==> src/rtl/wb_dffram_port.sv <==
// Wishbone classic slave driving one DFFRAM macro port: one RAM access per transaction.
// Define DFFRAM_RDREG_EN to add a read-data pipeline stage (one extra cycle of latency).
module wb_dffram_port #(
    parameter int unsigned COLS      = 1,
    parameter logic [31:0] BASE_ADDR = 32'h3000_0000,
    localparam int unsigned A_WIDTH  = 8 + $clog2(COLS)
) (
    input  logic               wb_clk_i,
    input  logic               wb_rst_i,
    input  logic               wbs_cyc_i,
    input  logic               wbs_stb_i,
    input  logic               wbs_we_i,
    input  logic [3:0]         wbs_sel_i,
    input  logic [31:0]        wbs_adr_i,
    input  logic [31:0]        wbs_dat_i,
    output logic               wbs_ack_o,
    output logic [31:0]        wbs_dat_o,
    output logic               ram_clk,
    output logic               ram_en,
    output logic [3:0]         ram_we,
    output logic [31:0]        ram_di,
    output logic [A_WIDTH-1:0] ram_a,
    input  logic [31:0]        ram_do
);

`ifdef DFFRAM_RDREG_EN
    typedef enum logic [2:0] {StIdle, StIssue, StWait, StRdreg, StAck} state_e;
`else
    typedef enum logic [1:0] {StIdle, StIssue, StWait, StAck} state_e;
`endif

    state_e              state_q, state_d;
    logic                en_q, en_d;
    logic [3:0]          we_q, we_d;
    logic [31:0]         di_q, di_d;
    logic [A_WIDTH-1:0]  a_q, a_d;
    logic                ack_q, ack_d;
    logic [31:0]         dat_q, dat_d;
    logic                wr_q, wr_d;
`ifdef DFFRAM_RDREG_EN
    logic [31:0]         pipe_q, pipe_d;
`endif

    logic hit;
    logic unused_adr;

    assign hit = wbs_cyc_i & wbs_stb_i &
                 (wbs_adr_i[31:A_WIDTH+2] == BASE_ADDR[31:A_WIDTH+2]);
    // Byte offset is meaningless on a 32-bit word RAM.
    assign unused_adr = ^wbs_adr_i[1:0];

    always_comb begin
        state_d = state_q;
        en_d    = en_q;
        we_d    = we_q;
        di_d    = di_q;
        a_d     = a_q;
        ack_d   = ack_q;
        dat_d   = dat_q;
        wr_d    = wr_q;
`ifdef DFFRAM_RDREG_EN
        pipe_d  = pipe_q;
`endif
        case (state_q)
            StIdle: begin
                if (hit) begin
                    en_d    = 1'b1;
                    a_d     = wbs_adr_i[A_WIDTH+1:2];
                    di_d    = wbs_dat_i;
                    we_d    = wbs_we_i ? wbs_sel_i : 4'b0;
                    wr_d    = wbs_we_i;
                    state_d = StIssue;
                end
            end
            StIssue: begin
                en_d    = 1'b0;
                we_d    = 4'b0;
                state_d = StWait;
            end
`ifdef DFFRAM_RDREG_EN
            StWait: begin
                pipe_d  = ram_do;
                state_d = StRdreg;
            end
            StRdreg: begin
                if (!wr_q) dat_d = pipe_q;
                ack_d   = wbs_cyc_i;
                state_d = StAck;
            end
`else
            // Macro output is only valid for this one cycle before it is zeroed.
            StWait: begin
                if (!wr_q) dat_d = ram_do;
                ack_d   = wbs_cyc_i;
                state_d = StAck;
            end
`endif
            StAck: begin
                ack_d   = 1'b0;
                state_d = StIdle;
            end
            default: state_d = StIdle;
        endcase
    end

    always_ff @(posedge wb_clk_i or posedge wb_rst_i) begin
        if (wb_rst_i) begin
            state_q <= StIdle;
            en_q    <= 1'b0;
            we_q    <= 4'b0;
            di_q    <= 32'b0;
            a_q     <= '0;
            ack_q   <= 1'b0;
            dat_q   <= 32'b0;
            wr_q    <= 1'b0;
`ifdef DFFRAM_RDREG_EN
            pipe_q  <= 32'b0;
`endif
        end else begin
            state_q <= state_d;
            en_q    <= en_d;
            we_q    <= we_d;
            di_q    <= di_d;
            a_q     <= a_d;
            ack_q   <= ack_d;
            dat_q   <= dat_d;
            wr_q    <= wr_d;
`ifdef DFFRAM_RDREG_EN
            pipe_q  <= pipe_d;
`endif
        end
    end

    assign ram_clk   = wb_clk_i;
    assign ram_en    = en_q;
    assign ram_we    = we_q;
    assign ram_di    = di_q;
    assign ram_a     = a_q;
    assign wbs_ack_o = ack_q;
    assign wbs_dat_o = dat_q;

endmodule

==> config.mk <==
export PLATFORM = sky130hd
export DESIGN_NAME = wb_dffram_port
export DESIGN_NICKNAME = d
export VERILOG_FILES = /design/src/rtl/wb_dffram_port.sv
export SDC_FILE = /design/constraint.sdc
export NUM_CORES = 1
export LEC_CHECK = 0
export ABC_AREA = 1
export CAP_MARGIN = 20
export CELL_PAD_IN_SITES_DETAIL_PLACEMENT = 1
export CELL_PAD_IN_SITES_GLOBAL_PLACEMENT = 2
export CORE_AREA = 5 5 130 144
export CTS_BUF_LIST = sky130_fd_sc_hd__clkbuf_8
export CTS_CLUSTER_SIZE = 12
export DETAILED_ROUTE_END_ITERATION = 12
export DIE_AREA = 0 0 135 149
export HOLD_SLACK_MARGIN = 0.12
export PLACE_DENSITY_LB_ADDON = 0.1
export SETUP_SLACK_MARGIN = 0.05
export SYNTH_ARGS = -nofsm -noshare
export SYNTH_HDL_FRONTEND = slang
export SYNTH_SLANG_ARGS = --single-unit
==> constraint.sdc <==
create_clock -name wb_clk_i -period 2.3 [get_ports wb_clk_i]
set_input_delay 0.23 -clock wb_clk_i [delete_from_list [all_inputs] [get_ports wb_clk_i]]
set_output_delay 0.23 -clock wb_clk_i [all_outputs]
set_load 0.01 [all_outputs]
==> flow_metrics.env, run 1 <==
export IMPL_core_area_sq_um=17000
export IMPL_fin_cells=747
export IMPL_cts_resized=0
export IMPL_worst_slack_ps=229
export IMPL_tightest_slew_ps=508
export IMPL_area_delta_synth_final_pct=64.4
export IMPL_slew_headroom=0.661
export IMPL_ys_ff_latch=81
export IMPL_syn_area_sq_um=3510
export IMPL_p_per_area_nw_per_um2=960
export IMPL_reg2reg_slack_ps=440
export IMPL_synth_distinct_cells=17
export IMPL_setup_tns_ps=0
export IMPL_worstReg2RegStart="state_q[0]"
export IMPL_worst_skew_pair_late_latency_ps=470
export IMPL_postLayoutCoreUtil=0.340
export IMPL_drtAntennaViolNets=0
export IMPL_max_cap_violations=0
export IMPL_holdWs_ps=184
export IMPL_grt_pass1_wl_um=17100
export IMPL_start_kind="clock port"
export IMPL_rows=50
export IMPL_ios=184
export IMPL_crit_path_end_kind="output port"
export IMPL_status="completed"
export IMPL_hpwl_um=8170
export IMPL_placed_area_sq_um=5510
export IMPL_remaining_drc_errors=0
export IMPL_antenna_found_initial=0
export IMPL_routabilityCongestion=0.690
export IMPL_grt_usage=0.111
export IMPL_die_area_sq_um=20100
export IMPL_ff2ff_path_depth=6
export IMPL_die_x_um=135
export IMPL_vias=2815
export IMPL_cts_setup_buffers=0
export IMPL_crit_type="clock port to output port"
export IMPL_wl_per_cell_um=14.5
export IMPL_pre_cts_ws_ps=422
export IMPL_leakage_nw=2.69
export IMPL_worst_clock_skew_ps=10.3
export IMPL_antenna_cells=0
export IMPL_worstReg2RegEnd="wbs_dat_o[4]"
export IMPL_setup_violations=0
export IMPL_rsz0062_at_grt="false"
export IMPL_synth_fp_nets=431
export IMPL_die_h_um=149
export IMPL_cp_max_fo=2
export IMPL_portBuffers=181
export IMPL_synth_cells=321
export IMPL_layout_nets=618
export IMPL_ys_flop_type="dfrtp_1"
export IMPL_drtIter0Drc=62
export IMPL_p_total_mw=5.54
export IMPL_grt_max_degree=53
export IMPL_synth_edff_count=0
export IMPL_ys_warn_count=0
export IMPL_start_util=0.207
export IMPL_gr_total_overflow=0
export IMPL_crit_arrival_ps=1840
export IMPL_synthArstFlopShare=1.00
export IMPL_wirelength_um=10800
export IMPL_grt_pass1_vias=3107
export IMPL_via_per_inst=3.77
export IMPL_clk_pin_slew_ps=80
export IMPL_firstDrtPassIters=4
export IMPL_ir_drop_v=0.000354
export IMPL_yosysSeqAreaShare=0.577
export IMPL_dpl_cell_count=728
export IMPL_hold_class="primary input to async pin"
export IMPL_stdcell_area_sq_um=5770
export IMPL_cts_tree="yes"
export IMPL_worstPathRequired_ps=2070
export IMPL_hold_viol_final=0
export IMPL_slew_violations=0
export IMPL_drive_above_1_share=0.109
export IMPL_hold_buffers=0
export IMPL_synth_avg_cell_area_sq_um=10.9
power breakdown:
| group | internal (mW) | switching [mW] |
|---|---|---|
| Combinational | 1.37 | 0.824 |
| Sequential | 1.78 | 0.199 |
| Clock | 0.800 | 0.562 |
| Total | 3.95 | 1.58 |
layer usage:
metal / vias to the layer above / part of all wire / GRT usage
li1: 1372 / - / -
met1: 1308 / 0.45 / 0.140
met2: 120 / 0.44 / 0.168
met3: 15 / 0.087 / 0.0358
met4: 0 / 0.024 / 0.0600
met5: - / 0 / 0
registers in the layout (all words and copies together), names as in the netlist:
signal,flops
ram_en,1
wbs_dat_o,32
ram_di,32
wr_q,1
ram_a,8
wbs_ack_o,1
ram_we,4
state_q,2
cell usage after synthesis, types with 2 or more instances:
cell,number,share of area
or2_1,2,0.0036
mux2_2,2,0.0064
buf_12,3,0.017
buf_4,2,0.0043
o21ai_0,12,0.017
o21ai_1,31,0.044
dfrtp_1,81,0.58
buf_6,8,0.026
ha_1,5,0.018
mux2_4,30,0.13
nor2_1,19,0.020
nand2_1,68,0.073
nand3_1,6,0.0086
inv_1,49,0.052
worst max path at each step:
stage | startpoint | end | slack (ps) | cells past startpoint
finish | wb_clk_i | ram_clk | 230 | 3
global route | wb_clk_i | ram_clk | 210 | 3
CTS | wb_clk_i | ram_clk | 220 | 3
detailed placement | state_q[0] | wbs_dat_o[26] | 420 | 6
global placement | wbs_adr_i[29] | ram_we[1] | 460 | 10
floorplan | state_q[0] | wbs_dat_o[0] | 700 | 7
cell families after synthesis:
family / share of synthesized area
flops: 0.577
mux: 0.135
simple gates: 0.108
fa+ha+maj: 0.0178
compound gates: 0.0613
buf+inv: 0.100
critical path, cell delays in order:
cell and delay (ps):
clkbuf_8 110, clkbuf_8 120, clkdlybuf4s50_1 470
layout make-up:
class	count	area [sq um]
Inverter	49	188
Sequential cell	81	2030
Fill cell	1927	11200
Timing Repair Buffer	186	1860
Clock buffer	15	203
Tap cell	234	293
Clock inverter	5	71.3
Multi-Input combinational cell	177	1130
cell usage in the layout, fill, tap and decap left out, types with 5 or more instances in the layout:
| cell type | instances |
|---|---|
| buf_4 | 5 |
| clkbuf_8 | 14 |
| clkdlybuf4s50_1 | 181 |
| dfrtp_1 | 81 |
| ha_1 | 5 |
| inv_1 | 51 |
| mux2_4 | 30 |
| nand2_1 | 68 |
| nand3_1 | 6 |
| nor2_1 | 19 |
| o21ai_0 | 12 |
| o21ai_1 | 31 |
(Power assumes the default switching activity.)
==> run 2: changes to the inputs <==
Settings changed: ABC_AREA 1 to unset, CORE_AREA 5 5 130 144 to 5 5 122 136, DIE_AREA 0 0 135 149 to 0 0 127 141.
==> run 2 against run 1 <==
Die area down 11%. Sequential cell count unchanged. Via count down 13%. Clock skew down 2.8 ps. Clock power down 9%. Final area down 3.1%. Total power down 10%. Sequential share of layout area up 1.1 points. Non-clock buffer count up 4. Count of clock-buffer cells in the layout unchanged. Register-to-register slack worse by 160 ps. Critical endpoint unchanged.
==> flow_metrics.env, run 2 <==
export IMPL_status="completed"
export IMPL_synth_area_leaders="dfrtp_1 (63%), mux2_2 (25%), ha_1 (1.9%), buf_6 (1.4%), a22o_1 (1.4%)"
export IMPL_worst_skew_pair_late_latency_ps=460
export IMPL_holdWs_ps=174
export IMPL_worstReg2RegStart="state_q[0]"
export IMPL_worstPathRequired_ps=2070
export IMPL_grt_pass1_wl_um=15400
export IMPL_p_per_area_nw_per_um2=891
export IMPL_ir_drop_v=0.000447
export IMPL_via_per_inst=4.06
export IMPL_cp_max_fo=2
export IMPL_fillers=1656
export IMPL_die_x_um=127
export IMPL_hpwl_um=7260
export IMPL_leakage_nw=2.41
export IMPL_grt_usage=0.110
export IMPL_synthArstFlopShare=1.00
export IMPL_hold_class="primary input to async pin"
export IMPL_drive_above_1_share=0.248
export IMPL_area_delta_synth_final_pct=72.5
export IMPL_p_total_mw=4.98
export IMPL_grt_max_degree=45
export IMPL_ff2ff_path_depth=6
export IMPL_hold_viol_final=0
export IMPL_drtAntennaViolNets=0
export IMPL_synth_cells=207
export IMPL_yosysSeqAreaShare=0.625
export IMPL_tightest_slew_ps=579
export IMPL_worstReg2RegEnd="ram_di[24]"
export IMPL_layout_nets=513
export IMPL_die_h_um=141
export IMPL_crit_path_end_kind="output port"
export IMPL_layout_common_cells="clkdlybuf4s50_1 (181), dfrtp_1 (81), mux2_2 (71), clkbuf_8 (14), buf_4 (7)"
export IMPL_yosys_area_top_type="dfrtp_1"
export IMPL_crit_top_cell="clkbuf_8"
export IMPL_crit_type="clock port to output port"
export IMPL_remaining_drc_errors=0
export IMPL_cts_resized=0
export IMPL_synth_top_cell_area_share=0.625
export IMPL_portBuffers=181
export IMPL_grt_pass1_vias=2941
export IMPL_synth_avg_cell_area_sq_um=15.7
export IMPL_die_area_sq_um=17900
export IMPL_rows=48
export IMPL_drtIter0Drc=58
export IMPL_slew_headroom=0.613
export IMPL_clk_pin_slew_ps=80
export IMPL_syn_area_sq_um=3240
export IMPL_cpPeakStageDelay_ps=470
export IMPL_ys_flop_type="dfrtp_1"
export IMPL_crit_chain="clkbuf_8, clkbuf_8, clkdlybuf4s50_1"
export IMPL_synth_fp_nets=317
export IMPL_firstDrtPassIters=4
export IMPL_cts_setup_buffers=0
export IMPL_hold_buffers=0
export IMPL_worst_clock_skew_ps=7.44
export IMPL_rsz0062_at_grt="false"
export IMPL_final_common_cell="clkdlybuf4s50_1"
export IMPL_setup_violations=0
export IMPL_synth_most_common_cell="dfrtp_1"
export IMPL_postLayoutCoreUtil=0.367
export IMPL_start_util=0.213
export IMPL_reg2reg_slack_ps=280
export IMPL_vias=2463
export IMPL_cts_tree="yes"
export IMPL_max_cap_violations=0
export IMPL_gr_total_overflow=0
export IMPL_ys_ff_latch=81
export IMPL_core_area_sq_um=15300
export IMPL_timing_critical_path_from="wb_clk_i"
export IMPL_synth_edff_count=0
export IMPL_worst_slack_ps=231
export IMPL_pre_cts_ws_ps=-112
export IMPL_routabilityCongestion=0.722
export IMPL_antenna_cells=0
export IMPL_slew_violations=0
export IMPL_antenna_found_initial=0
export IMPL_wirelength_um=9550
export IMPL_start_kind="clock port"
export IMPL_crit_arrival_ps=1840
export IMPL_netlist_top_cells_count="dfrtp_1 (81), mux2_2 (71), inv_1 (6), nor4_1 (6)"
export IMPL_ios=184
export IMPL_synth_distinct_cells=23
export IMPL_ys_warn_count=0
export IMPL_critical_path_slowest_cell="clkdlybuf4s50_1"
export IMPL_wl_per_cell_um=15.7
-- run 2: power breakdown --
part | internal, mW | switching (mW)
sequential | 1.75 | 0.168
combinational | 1.15 | 0.675
clock | 0.688 | 0.552
total | 3.59 | 1.39
-- run 2: area by class of cell --
type	count	area, sq um	area share
inverters	6	26.3	0.00470
well taps	200	250	0.0447
clock buffers	15	203	0.0362
clock inverters	4	43.8	0.00783
multi-input cells	111	1130	0.202
flip-flops and latches	81	2030	0.362
repair buffers	190	1910	0.342
-- run 2: through the flow --
step / cells / instance area [sq um] / TNS (ps)
floorplan: 207 / 3250 / 0
global placement: 589 / 5360 / -3450
detailed placement: 589 / 5360 / -3700
CTS: 607 / 5590 / 0
global route: 607 / 5590 / 0
finish: 607 / 5590 / 0
-- run 2: kinds of logic (layout without fill, tap and decap cells) --
group / after synthesis / after routing / synth area share
flip-flops: 81 / 81 / 0.625
multiplexers: 76 / 76 / 0.263
adder cells (fa/ha/maj): 5 / 5 / 0.0193
buffers and inverters: 15 / 215 / 0.0289
AND/OR/NAND/NOR: 22 / 22 / 0.0436
AO/OA/AOI/OAI: 8 / 8 / 0.0201
-- run 2: metal layers --
metal  GRT usage  wire length [um]  vias up
li1            -                 -     1128
met1       0.119              3750     1196
met2       0.181              4500      121
met3      0.0519              1060       18
met4      0.0542               235        0
met5           0                 0        -
-- run 2: worst max path at each step --
stage	endpoint
floorplan	ram_a[7]
global placement	ram_di[6]
detailed placement	ram_di[24]
CTS	ram_clk
global route	ram_di[24]
finish	ram_clk
-- run 2: critical path: cells and delay by family --
kind     cells  cell delay, ps
buf+inv      3             700
